[src/rtl/inst_fetch.sv]
// inst_fetch: instruction-fetch stage between the PC register and IF/ID.
//
// Issues one instruction-memory read at a time over a req/gnt + rvalid
// handshake and loads the returned word into the IF/ID register. Handles
// decode back-pressure (id_stall) and branch flush (br), and raises if_stall
// whenever a fetch is in flight so the PC can be frozen.
//
// Ports:
//   clk, rst          clock; synchronous active-high reset
//   pc, ce            fetch address and its valid from the PC register
//   br                branch taken: flushes the fetch and IF/ID
//   imem_req/addr     registered read request and address to memory
//   imem_gnt          memory accepts the request this cycle
//   imem_rvalid/rdata read response
//   id_stall          decode cannot accept a new instruction
//   if_stall          fetch busy; PC must hold
//   id_valid/pc/inst  IF/ID register contents
//   id_misalign       (INST_FETCH_MISALIGN_CHECK_EN only) IF/ID holds a
//                     misaligned-PC NOP instead of a real fetch
//
// Define INST_FETCH_MISALIGN_CHECK_EN to turn misaligned PCs into a NOP
// marked by id_misalign without touching memory.
module inst_fetch #(
    parameter logic [31:0] NOP_INST = 32'h0000_0000
) (
    input  logic        clk,
    input  logic        rst,
    input  logic [31:0] pc,
    input  logic        ce,
    input  logic        br,
    output logic        imem_req,
    output logic [31:0] imem_addr,
    input  logic        imem_gnt,
    input  logic        imem_rvalid,
    input  logic [31:0] imem_rdata,
    input  logic        id_stall,
    output logic        if_stall,
    output logic        id_valid,
    output logic [31:0] id_pc,
    output logic [31:0] id_inst
`ifdef INST_FETCH_MISALIGN_CHECK_EN
    ,
    output logic        id_misalign
`endif
);
    typedef enum logic [2:0] {IDLE, REQ, WAIT, DROP, HOLD} state_t;
    state_t      state_q, state_d;
    logic [31:0] addr_q, addr_d, buf_q, buf_d, id_pc_q, id_pc_d, id_inst_q, id_inst_d;
    logic        req_q, req_d, id_valid_q, id_valid_d;
    logic        misaligned, done;
    logic [31:0] done_inst;

`ifdef INST_FETCH_MISALIGN_CHECK_EN
    logic mis_q, mis_d, id_mis_q, id_mis_d;
    assign misaligned  = |pc[1:0];
    assign mis_d       = (state_q == IDLE && ce && !br) ? misaligned : mis_q;
    // Only a HOLD entered straight from IDLE can carry the misalign flag.
    assign id_mis_d    = br ? 1'b0 : id_stall ? id_mis_q : done && state_q == HOLD && mis_q;
    assign id_misalign = id_mis_q;
    always_ff @(posedge clk) begin
        if (rst) begin
            mis_q    <= 1'b0;
            id_mis_q <= 1'b0;
        end else begin
            mis_q    <= mis_d;
            id_mis_q <= id_mis_d;
        end
    end
`else
    assign misaligned = 1'b0;
`endif

    always_comb begin
        state_d = state_q;
        addr_d  = addr_q;
        buf_d   = buf_q;
        case (state_q)
            IDLE: if (ce && !br) begin
                addr_d  = pc;
                buf_d   = NOP_INST;
                state_d = misaligned ? HOLD : REQ;
            end
            REQ: begin
                if (imem_gnt) state_d = br ? DROP : WAIT;
                else if (br) state_d = IDLE;
            end
            WAIT: begin
                if (imem_rvalid) begin
                    buf_d   = imem_rdata;
                    state_d = (!br && id_stall) ? HOLD : IDLE;
                end else if (br) state_d = DROP;
            end
            DROP: if (imem_rvalid) state_d = IDLE;
            HOLD: if (br || !id_stall) state_d = IDLE;
            default: state_d = IDLE;
        endcase
        // A fetch retires into IF/ID only when neither flushed nor stalled.
        done       = !br && !id_stall && ((state_q == WAIT && imem_rvalid) || state_q == HOLD);
        done_inst  = (state_q == HOLD) ? buf_q : imem_rdata;
        id_valid_d = br ? 1'b0 : id_stall ? id_valid_q : done;
        id_inst_d  = br ? NOP_INST : id_stall ? id_inst_q : done ? done_inst : NOP_INST;
        id_pc_d    = done ? addr_q : id_pc_q;
        req_d      = state_d == REQ;
    end

    always_ff @(posedge clk) begin
        if (rst) begin
            state_q    <= IDLE;
            addr_q     <= 32'h0;
            buf_q      <= NOP_INST;
            req_q      <= 1'b0;
            id_valid_q <= 1'b0;
            id_pc_q    <= 32'h0;
            id_inst_q  <= NOP_INST;
        end else begin
            state_q    <= state_d;
            addr_q     <= addr_d;
            buf_q      <= buf_d;
            req_q      <= req_d;
            id_valid_q <= id_valid_d;
            id_pc_q    <= id_pc_d;
            id_inst_q  <= id_inst_d;
        end
    end

    assign imem_req  = req_q;
    assign imem_addr = addr_q;
    assign if_stall  = state_q != IDLE;
    assign id_valid  = id_valid_q;
    assign id_pc     = id_pc_q;
    assign id_inst   = id_inst_q;
endmodule

[config.mk]
export PLATFORM = sky130hd
export DESIGN_NAME = inst_fetch
export DESIGN_NICKNAME = d
export VERILOG_FILES = /design/src/rtl/inst_fetch.sv
export SDC_FILE = /design/constraint.sdc
export NUM_CORES = 1
export LEC_CHECK = 0
export BUFFER_PORTS_ARGS = -buffer_cell sky130_fd_sc_hd__buf_2
export CORE_UTILIZATION = 50
export DETAILED_ROUTE_END_ITERATION = 12
export GPL_ROUTABILITY_DRIVEN = 0
export MAX_ROUTING_LAYER = met4
export PLACE_DENSITY = 0.77
export SYNTH_ARGS = -nofsm -noshare
export SYNTH_HDL_FRONTEND = slang
export SYNTH_SLANG_ARGS = --single-unit
[constraint.sdc]
create_clock -name clk -period 4.6 [get_ports clk]
set_input_delay 0.46 -clock clk [delete_from_list [all_inputs] [get_ports clk]]
set_output_delay 0.46 -clock clk [all_outputs]
set_load 0.01 [all_outputs]
### Yosys cells after proc, flatten, opt, wreduce, memory -nomap -nowiden

Cells that the tools add are included.

* eq/ne operators: 7
* muxes and demuxes: 15
* reduce and logical (&&, ||, !) cells: 15

Operators with widths (number)
* 32-bit 2-to-1 mux: 4
* 32-bit one-hot mux with 2 select lines: 1
* 3-bit 2-to-1 mux: 8
* 3-bit one-hot mux with 5 select lines: 1
* 3-bit by 1-bit == test with 1-bit output, second input constant: 2
* 3-bit by 2-bit == test with 1-bit output, second input constant: 2
* 1-bit logical AND: 5
* 2-bit inequality test, second input constant: 2
* 3-bit == test, second input constant: 1
* 3-bit zero test: 1
* 3-bit AND reduction: 1
* 3-bit nonzero test: 1
* 1-bit zero test: 2
* 1-bit logical OR: 2
* 2-bit AND reduction: 1
* 2-bit nonzero test: 1
* 2-bit OR reduction: 1
* 1-bit 2-to-1 mux: 1

* flip-flop bits (word level): 133
* input bits: 71
* output and inout port bits: 99
* word-level logic and storage cells: 44

### Logic depth before layout (Yosys ltp)

Gate-level depths: netlist of run 1.

* word-level depth: 6
* depth in mapped cells: 7
* depth with buffers taken out: 4

### Worst setup path after synthesis of run 1

Ideal clock, no wire load.

* kind: register -> register
* from: reg state_q[1]
* to: reg buf_q[31]
* library setup time: 0.132 ns
* arrival: 1.403 ns
* data required time: 4.468 ns
* slack: 3.064 ns
* cell stages (with the launch flop): 8
* path buffers: 3
* period minus slack after synthesis: 1.536 ns
* cell sequence: dfxtp_1 -> buf_6 -> or3_4 -> or2_1 -> buf_6 -> buf_6 -> nand3_1 -> a21oi_1

* word-level cells in the longest chain between the ends: 3
* elaborated cells between the ends (all ways): 7
* classes of those cells: 3 x eq/ne; 1 x mux; 3 x reduce/logical

RTL lines
* start: declaration: line 47 `state_t state_q, state_d;`
* start signal: assignment: line 116 `state_q <= state_d;`
* 3-bit by 2-bit == test with 1-bit output or 3-bit zero test (tied branches): line 77 `case (state_q)`
* 2-bit inequality test (no source line) or 2-bit nonzero test (tied branches)
* 3-bit AND reduction (no source line)
* end signal: assignment: line 118 `buf_q <= buf_d;`
* end: declaration: line 48 `logic [31:0] addr_q, addr_d, buf_q, buf_d, id_pc_q, id_pc_d, id_inst_q, id_inst_d;`

Several ways; a longest one is shown, not always the timed one.
A chain may end at the register's enable or synchronous reset.

### Worst setup path in the final report of run 1

* from: reg state_q[1]
* to: reg id_inst_q[27], in the netlist id_inst[27]

* word-level cells in the longest chain between the ends: 5
* elaborated cells between the ends (all ways): 7
* classes of those cells: 2 x eq/ne; 2 x mux; 3 x reduce/logical

RTL lines
* 3-bit by 2-bit == test with 1-bit output: line 98 `done = !br && !id_stall && ((state_q == WAIT && imem_rvalid) || state_q == HOLD);`
* 1-bit logical AND: line 98
* 1-bit logical OR: line 98
* 1-bit logical AND: line 98
* 32-bit 2-to-1 mux (*): line 101 `id_inst_d = br ? NOP_INST : id_stall ? id_inst_q : done ? done_inst : NOP_INST;`
* end signal: assignment: line 122 `id_inst_q <= id_inst_d;`
* end: declaration: line 48

Every way passes the cells marked *; elsewhere a longest branch is shown, timed or not.

==> results.toml, run 1 <==
[drt]
routedWlPerCell_um = 14.48
drt_iter0_drc = 220
vias = 4818
viasPerCell = 5.243
wl_um = 13300
ant_nets = 0
drc = 0
dr.pass1.iters = 5

[timing]
rsz0062_at_grt = "false"
min_period_over_period = 0.4956
maxSlewViolCount = 0
setup_viol = 0
worst_pin_slew_ns = 0.7683
fmax_mhz = 438.6
tns_ns = 0
fin_skew_ns = 0.005707
period_needed_ns = 2.280
max_slew_margin = 0.4878
hold_viol_final = 0

[power]
swShare = 0.2255
intPower_mw = 2.070
power.density_nw_per_um2 = 409.4
leakagePower_nw = 2.681
power_frac_seq = 0.444
p_switching_mw = 0.6026
p_comb_frac = 0.060
worst_ir_drop_vdd_mv = 0.3108
pwr-share-clk = 0.495

[synthesis]
postSynthCellCount = 627
synth_area_leaders = "dfxtp_1 52%, nand2_1 17%, a21oi_1 13%"
synth_edf_count = 0
synth_area_um2 = 5135
yosysSeqAreaShare = 0.5185
yosys_warnings = 0
async_flop_share = 0
postSynthAreaPerCell_um2 = 8.190
yosysTopAreaCell = "dfxtp_1"
synth-seq-cells = 133
yosys.area.top_type_share = 0.5185
synthFlopType = "dfxtp_1"
synth_cell_type_count = 28
yosys-top-cells-count = "226 x nand2_1, 133 x dfxtp_1, 129 x a21oi_1"
syn_nets = 698
synth.most_common_cell = "nand2_1"

[clocking]
path_clk_slew_ns = 0.06
clock_sinks = 133
numCtsBuffers = 17
holdBufCountCts = 0
clk_latency_ns = 0.50
root_buffer = "clkbuf_8"
htreeDepth = 4
ctsResizeCount = 0
cts.path.max_buffers = 2
post_cts_buffers = 0
tritoncts = "built"

[place]
io_buffers = 169
hpwl_um = 8721
dpl_cell_area_um2 = 5938
dp.cells = 887

[critical_path]
path_delay_family = "compound AO/OA/AOI/OAI gates"
required_ns = 5.02
cp_num_cells = 5
critPathMaxFanout = 35
path_buf_inv = 1
rr_worst_depth = 5
crit_type = "reg2reg"
worstSetupStartpointType = "flip-flop"
cp.arrival_ns = 2.70
crit_slowest_cell = "o211a_2"
cpPeakStageDelay_ns = 0.62
endpoint_kind = "flip-flop"
path_cells = "and3b_1 > o211a_2 > buf_4 > nand2_1 > a21oi_1"

[cells_and_area]
final_area_um2 = 6528
nets = 844
final_layout_size_suffix_gt1_frac = 0.3146
areaGrowthSynthToFinish_pct = 27.12
finalNonFillerCells = 919

[die]
core_area_um2 = 9864
die_area_um2 = 10680
die_w_um = 103.3
start_util = 0.5205
ios = 170
die-height_um = 103.3
num_rows = 36

[global_routing]
antenna_found_initial = 0
grt_overflow = 0
grt_pass1_vias = 4409
grt_pass1_wl_um = 20410
grt_max_degree = 74
grt.total_usage = 0.2550

[flow_run]
drv_cap = 0

[min_path]
whs_path_depth = 3
hp-class = "in2reg"

[outcome]
outcome = "finished, final reports clean"
==> worst min-delay path, delay by kind of cell <==
kind	cells	cell delay [ns]
buffers and inverters	1	0.10
and+or+nand+nor	1	0.05
AOI/OAI and AO/OA	1	0.05
==> through the flow <==
| stage | power, mW | setup slack [ns] | hold slack (ns) | utilization |
|---|---|---|---|---|
| floorplan | 1.308 | 3.064 | 0.4445 | - |
| global placement | 1.369 | 2.229 | 0.4393 | 0.6020 |
| detailed placement | 1.374 | 2.131 | 0.4479 | 0.6020 |
| CTS | 2.690 | 2.306 | 0.1728 | 0.6615 |
| global route | 2.760 | 2.127 | 0.1895 | 0.6615 |
| finish | 2.673 | 2.320 | 0.1938 | 0.6617 |
==> state kept, by name (all words and copies together) (netlist names) <==
signal and cells:
buf_q 32, id_inst 32, id_pc 32, id_valid 1, imem_addr 32, imem_req 1
state_q 3
==> final cells by class <==
type	count	area, µm²
Fill cell	845	3337
Sequential cell	133	2663
Multi-Input combinational cell	443	2200
Timing Repair Buffer	177	905.9
Clock buffer	18	427.9
Tap cell	133	166.4
Clock inverter	13	158.9
Inverter	1	3.754
Antenna cell	1	2.502
==> logic make-up after synthesis <==
kind of cell / Yosys count / synth area share
buf+inv: 51 / 0.05434
compound gates: 134 / 0.1345
mux: 34 / 0.07408
flops: 133 / 0.5185
simple gates: 274 / 0.2169
xor+xnor: 1 / 0.001706
==> cells in the final DEF (no fill, tap or decap), types with 4 or more instances in the layout <==
cell / n
nor2_1: 4
a21oi_1: 129
clkbuf_16: 16
nand2_1: 226
nand3_1: 33
clkinv_2: 4
buf_2: 169
mux2_2: 32
buf_4: 8
dfxtp_1: 133
==> final timing paths <==
check / startpoint / end / slack (ns)
min reg2reg: id_pc[9]$_SDFFE_PP0P_ / id_pc[9]$_SDFFE_PP0P_ / 0.45
max: state_q[1]$_SDFF_PP0_ / id_inst[27]$_SDFFE_PP0N_ / 2.32
min: pc[2] / imem_addr[2]$_SDFFE_PP0P_ / 0.19
max reg2reg: state_q[1]$_SDFF_PP0_ / id_inst[27]$_SDFFE_PP0N_ / 2.32
==> per-layer routing <==
metal  vias to the layer above  share of wire  track usage
met5                         -              0            -
met4                         0          0.023       0.1138
met3                        24          0.074      0.06048
met2                       193           0.49       0.4167
met1                      2247           0.42       0.2983
li1                       2354              -            -
==> power groups by stage <==
stage	Clock, mW	Combinational (mW)	Sequential, mW
detailed placement	0	0.161	1.21
global route	1.39	0.178	1.19
floorplan	0	0.0913	1.22
global placement	0	0.157	1.21
finish	1.32	0.161	1.19
CTS	1.34	0.162	1.19
Note: power is estimated with default switching activity, not from simulation.
==> run 2, diff against run 1 <==
clock period = 2.4 ns   (was 4.6 ns; I/O delays follow)
==> run 2 against run 1 <==
Compared with the run above: hold slack got worse by 0.17 ns; sequential share of layout area fell by 3.5 points; count of clock-buffer cells in the layout did not move; total power rose by 93%; largest cell class unchanged; non-clock buffer count rose by 62; design area rose by 9.5%; maximum frequency rose by 4.8%; largest power group unchanged; register-to-register slack got worse by 2.1 ns; setup slack got worse by 2.1 ns; via count rose by 5.7%; global-route usage rose by 1.2 points.
==> results.toml, run 2 (same netlist as run 1, synthesis figures left out) <==
[outcome]
outcome = "finished, final reports clean"

[critical_path]
crit_end = "buf_q[7]$_SDFFE_PP0P_"
path_cells = "or3_4 > or2_2 > nand3_1 > a21oi_1"
crit_type = "reg2reg"
cp.arrival_ns = 2.59
crit_slowest_cell = "or2_2"
crit_path_start = "state_q[1]$_SDFF_PP0_"
worstSetupStartpointType = "flip-flop"
critPathMaxFanout = 64
required_ns = 2.82
cpPeakStageDelay_ns = 0.90
cp_num_cells = 4
r2r_start = "state_q[1]$_SDFF_PP0_"
endpoint_kind = "flip-flop"
path_buf_inv = 0
rr_worst_depth = 4
path_delay_family = "simple AND/OR/NAND/NOR gates"
r2r-end = "buf_q[7]$_SDFFE_PP0P_"
regToRegSetupSlack_ns = 0.22

[timing]
period_needed_ns = 2.176
min_period_over_period = 0.9065
fmax_mhz = 459.7
max_slew_margin = 0.1783
holdWs_ns = 0.02076
layout_setup_ws_ns = 0.2244
rsz0062_at_grt = "false"
worst_pin_slew_ns = 1.232
tns_ns = 0
hold_viol_final = 0
maxSlewViolCount = 0
fin_skew_ns = 0.008349
setup_viol = 0

[clocking]
post_cts_buffers = 0
clock_sinks = 133
htreeDepth = 4
holdBufCountCts = 61
root_buffer = "clkbuf_8"
tritoncts = "built"
numCtsBuffers = 17
ctsResizeCount = 0
cts.path.max_buffers = 2
path_clk_slew_ns = 0.06
clk_latency_ns = 0.50

[cells_and_area]
nets = 906
nFillCells = 752
layout_common_cells = "226 x nand2_1, 169 x buf_2, 133 x dfxtp_1"
areaGrowthSynthToFinish_pct = 39.23
final_layout_size_suffix_gt1_frac = 0.2936
layout_commonest_cell = "nand2_1"
diodes = 0
post-route-util = 0.7248
finalNonFillerCells = 981
final_area_um2 = 7149
seq_area_um2 = 2663
multi_input_area_um2 = 2200

[drt]
drt_iter0_drc = 167
drc = 0
wl_um = 14030
routedWlPerCell_um = 14.30
ant_nets = 0
viasPerCell = 5.194
dr.pass1.iters = 6
vias = 5095

[flow_run]
drv_cap = 0

[place]
dp_slack_ns = 0.3117
dpl_cell_area_um2 = 5958
hpwl_um = 8729
io_buffers = 169
dp.cells = 888

[die]
ios = 170
die-height_um = 103.3
core_area_um2 = 9864
num_rows = 36
die_w_um = 103.3
die_area_um2 = 10680
start_util = 0.5205

[global_routing]
grt.total_usage = 0.2670
grt_pass1_wl_um = 21560
grt_max_degree = 74
antenna_found_initial = 0
grt_pass1_vias = 4643
grt_overflow = 0

[power]
swShare = 0.2357
worst_ir_drop_vdd_mv = 0.4870
power.density_nw_per_um2 = 723.1
p_switching_mw = 1.219
intPower_mw = 3.951
power_frac_seq = 0.440
p_comb_frac = 0.076
totalPowerFinal_mw = 5.170
pwr-share-clk = 0.484
leakagePower_nw = 2.938

[min_path]
hp-class = "in2reg"
[run 2: tightest hold or removal path, stage by stage]
cell,delay (ns)
buf_2,0.11
nand2_1,0.06
a21oi_1,0.05
[run 2: how the worst min path moves through the flow]
stage	startpoint	endpoint	slack, ns	cells after the start
detailed placement	id_pc[0]$_SDFFE_PP0P_	id_pc[0]$_SDFFE_PP0P_	0.45	2
CTS	imem_rdata[14]	buf_q[14]$_SDFFE_PP0P_	0.003	3
global placement	id_pc[1]$_SDFFE_PP0P_	id_pc[1]$_SDFFE_PP0P_	0.44	2
floorplan	pc[0]	imem_addr[0]$_SDFFE_PP0P_	0.38	2
global route	pc[1]	imem_addr[1]$_SDFFE_PP0P_	0.01	3
finish	imem_rdata[14]	buf_q[14]$_SDFFE_PP0P_	0.02	3
[run 2: cell type report]
cell class | count | share of cell area
clock buffer | 18 | 0.05985
clock inverter | 14 | 0.02135
inverter | 1 | 0.0005250
multi-input combinational | 443 | 0.3077
sequential | 133 | 0.3724
tap | 133 | 0.02328
timing repair buffer | 239 | 0.2149
[run 2: power by group through the flow]
stage	sequential [mW]	clock (mW)	combinational, mW
after floorplan	2.33	0	0.175
after global placement	2.32	0	0.298
after detailed placement	2.32	0	0.309
after CTS	2.28	2.53	0.387
after global routing	2.28	2.65	0.429
final	2.28	2.50	0.391
[run 2: routing by layer]
metal | track usage | routed length (µm)
met5 | - | 0
met1 | 0.2992 | 5730
met2 | 0.4549 | 7046
met4 | 0.1116 | 358
met3 | 0.06452 | 891
==> run 3, diff against run 2 <==
CORE_UTILIZATION = 45   (was 50)
PLACE_DENSITY = 0.73   (was 0.77)
clock period = 2 ns   (was 2.4 ns; I/O delays follow)
==> run 3 against run 2 <==
Compared with the run above: clock power grew 19%; flip-flop and latch count is the same; sequential share of layout area grew 3.2 points; non-clock buffer count shrank 59; clock skew grew 0.0017 ns; hold slack gained 0.015 ns; register-to-register slack gained 0.04 ns; maximum frequency grew 26%; combinational power shrank 4%; critical path type unchanged; largest power group unchanged.
==> results.toml, run 3 (same netlist as run 1, synthesis figures left out) <==
[critical_path]
crit_slowest_cell = "dfxtp_1"
worstSetupStartpointType = "flip-flop"
path_delay_family = "flip-flops"
required_ns = 2.33
cp.arrival_ns = 2.06
cp_num_cells = 5
rr_worst_depth = 5
crit_type = "reg2reg"
path_buf_inv = 1
critPathMaxFanout = 32
cpPeakStageDelay_ns = 0.51
regToRegSetupSlack_ns = 0.27
path_cells = "and3b_1 > o211a_2 > buf_4 > nand2_1 > a21oi_1"
endpoint_kind = "flip-flop"

[global_routing]
grt_pass1_vias = 4305
grt_max_degree = 99
grt_overflow = 0
antenna_found_initial = 1
grt_pass1_wl_um = 20180
grt.total_usage = 0.2297

[clocking]
post_cts_buffers = 0
root_buffer = "clkbuf_16"
clock_sinks = 133
numCtsBuffers = 17
tritoncts = "built"
ctsResizeCount = 0
clk_latency_ns = 0.41
path_clk_slew_ns = 0.05
holdBufCountCts = 0
cts.path.max_buffers = 2
htreeDepth = 4

[timing]
rsz0062_at_grt = "false"
hold_viol_final = 0
tns_ns = 0
maxSlewViolCount = 0
fmax_mhz = 577.3
fin_skew_ns = 0.01007
layout_setup_ws_ns = 0.2678
worst_pin_slew_ns = 0.6486
setup_viol = 0
max_slew_margin = 0.5676
period_needed_ns = 1.732
holdWs_ns = 0.03612
min_period_over_period = 0.8661

[place]
dpl_cell_area_um2 = 6007
dp.cells = 897
dp_slack_ns = 0.2803
hpwl_um = 8612
io_buffers = 169

[power]
worst_ir_drop_vdd_mv = 0.5659
leakagePower_nw = 2.704
totalPowerFinal_mw = 6.092
power.density_nw_per_um2 = 926.0

[cells_and_area]
post-route-util = 0.5990
final_area_um2 = 6579
nFillCells = 963
areaGrowthSynthToFinish_pct = 28.12
layout_common_cells = "226 x nand2_1, 169 x buf_2, 133 x dfxtp_1"
nets = 847
final_layout_size_suffix_gt1_frac = 0.3100
layout_commonest_cell = "nand2_1"
finalNonFillerCells = 928

[drt]
vias = 4711
routedWlPerCell_um = 13.95
ant_nets = 0
viasPerCell = 5.077
drt_iter0_drc = 248
wl_um = 12940
dr.pass1.iters = 4
drc = 0

[die]
die_area_um2 = 11840
start_util = 0.4675
core_area_um2 = 10980
num_rows = 38
die_w_um = 108.8
ios = 170
die-height_um = 108.8

[outcome]
outcome = "finished, final reports clean"

[min_path]
whs_path_depth = 3
hp-class = "in2reg"

[flow_run]
drv_cap = 0
## run 3: cell count changes in the layout (fill, tap and decap cells not counted)
cell and delta:
clkinv_4 -3, clkbuf_16 +1, clkbuf_1 +5, clkbuf_8 +2, clkinvlp_4 -4, diode_2 +1
inv_6 -3, buf_12 +2, dlygate4sd3_1 -61
## run 3: per-layer routing
layer | vias up | wire [µm] | track usage
li1 | 2364 | - | -
met2 | 169 | 6375 | 0.3879
met3 | 15 | 883 | 0.06336
met5 | - | 0 | -
met4 | 0 | 220 | 0.1004
met1 | 2163 | 5462 | 0.2529
## run 3: worst paths after layout
path | startpoint | end
setup / recovery | state_q[1]$_SDFF_PP0_ | id_pc[5]$_SDFFE_PP0P_
hold / removal | imem_rdata[30] | buf_q[30]$_SDFFE_PP0P_
setup reg to reg | state_q[1]$_SDFF_PP0_ | id_pc[5]$_SDFFE_PP0P_
hold reg to reg | id_pc[31]$_SDFFE_PP0P_ | id_pc[31]$_SDFFE_PP0P_
## run 3: power breakdown
part / switching [mW] / total, mW / internal, mW
Combinational: 0.222 / 0.375 / 0.153
Sequential: 0.0340 / 2.73 / 2.70
Clock: 1.04 / 2.98 / 1.95
Total: 1.29 / 6.09 / 4.80
## run 3: worst register-to-register path: stages (launching register included)
cell and delay (ns):
dfxtp_1 0.51, and3b_1 0.29, o211a_2 0.25, buf_4 0.35
nand2_1 0.13, a21oi_1 0.14
## run 3: area by class of cell
type	instances	area (µm²)	area share
Sequential cell	133	2663	0.4047
Multi-Input combinational cell	443	2200	0.3343
Timing Repair Buffer	180	965.9	0.1468
Clock buffer	26	499.2	0.07588
Tap cell	140	175.2	0.02663
Clock inverter	4	70.07	0.01065
Inverter	1	3.754	0.0005706
Antenna cell	1	2.502	0.0003804
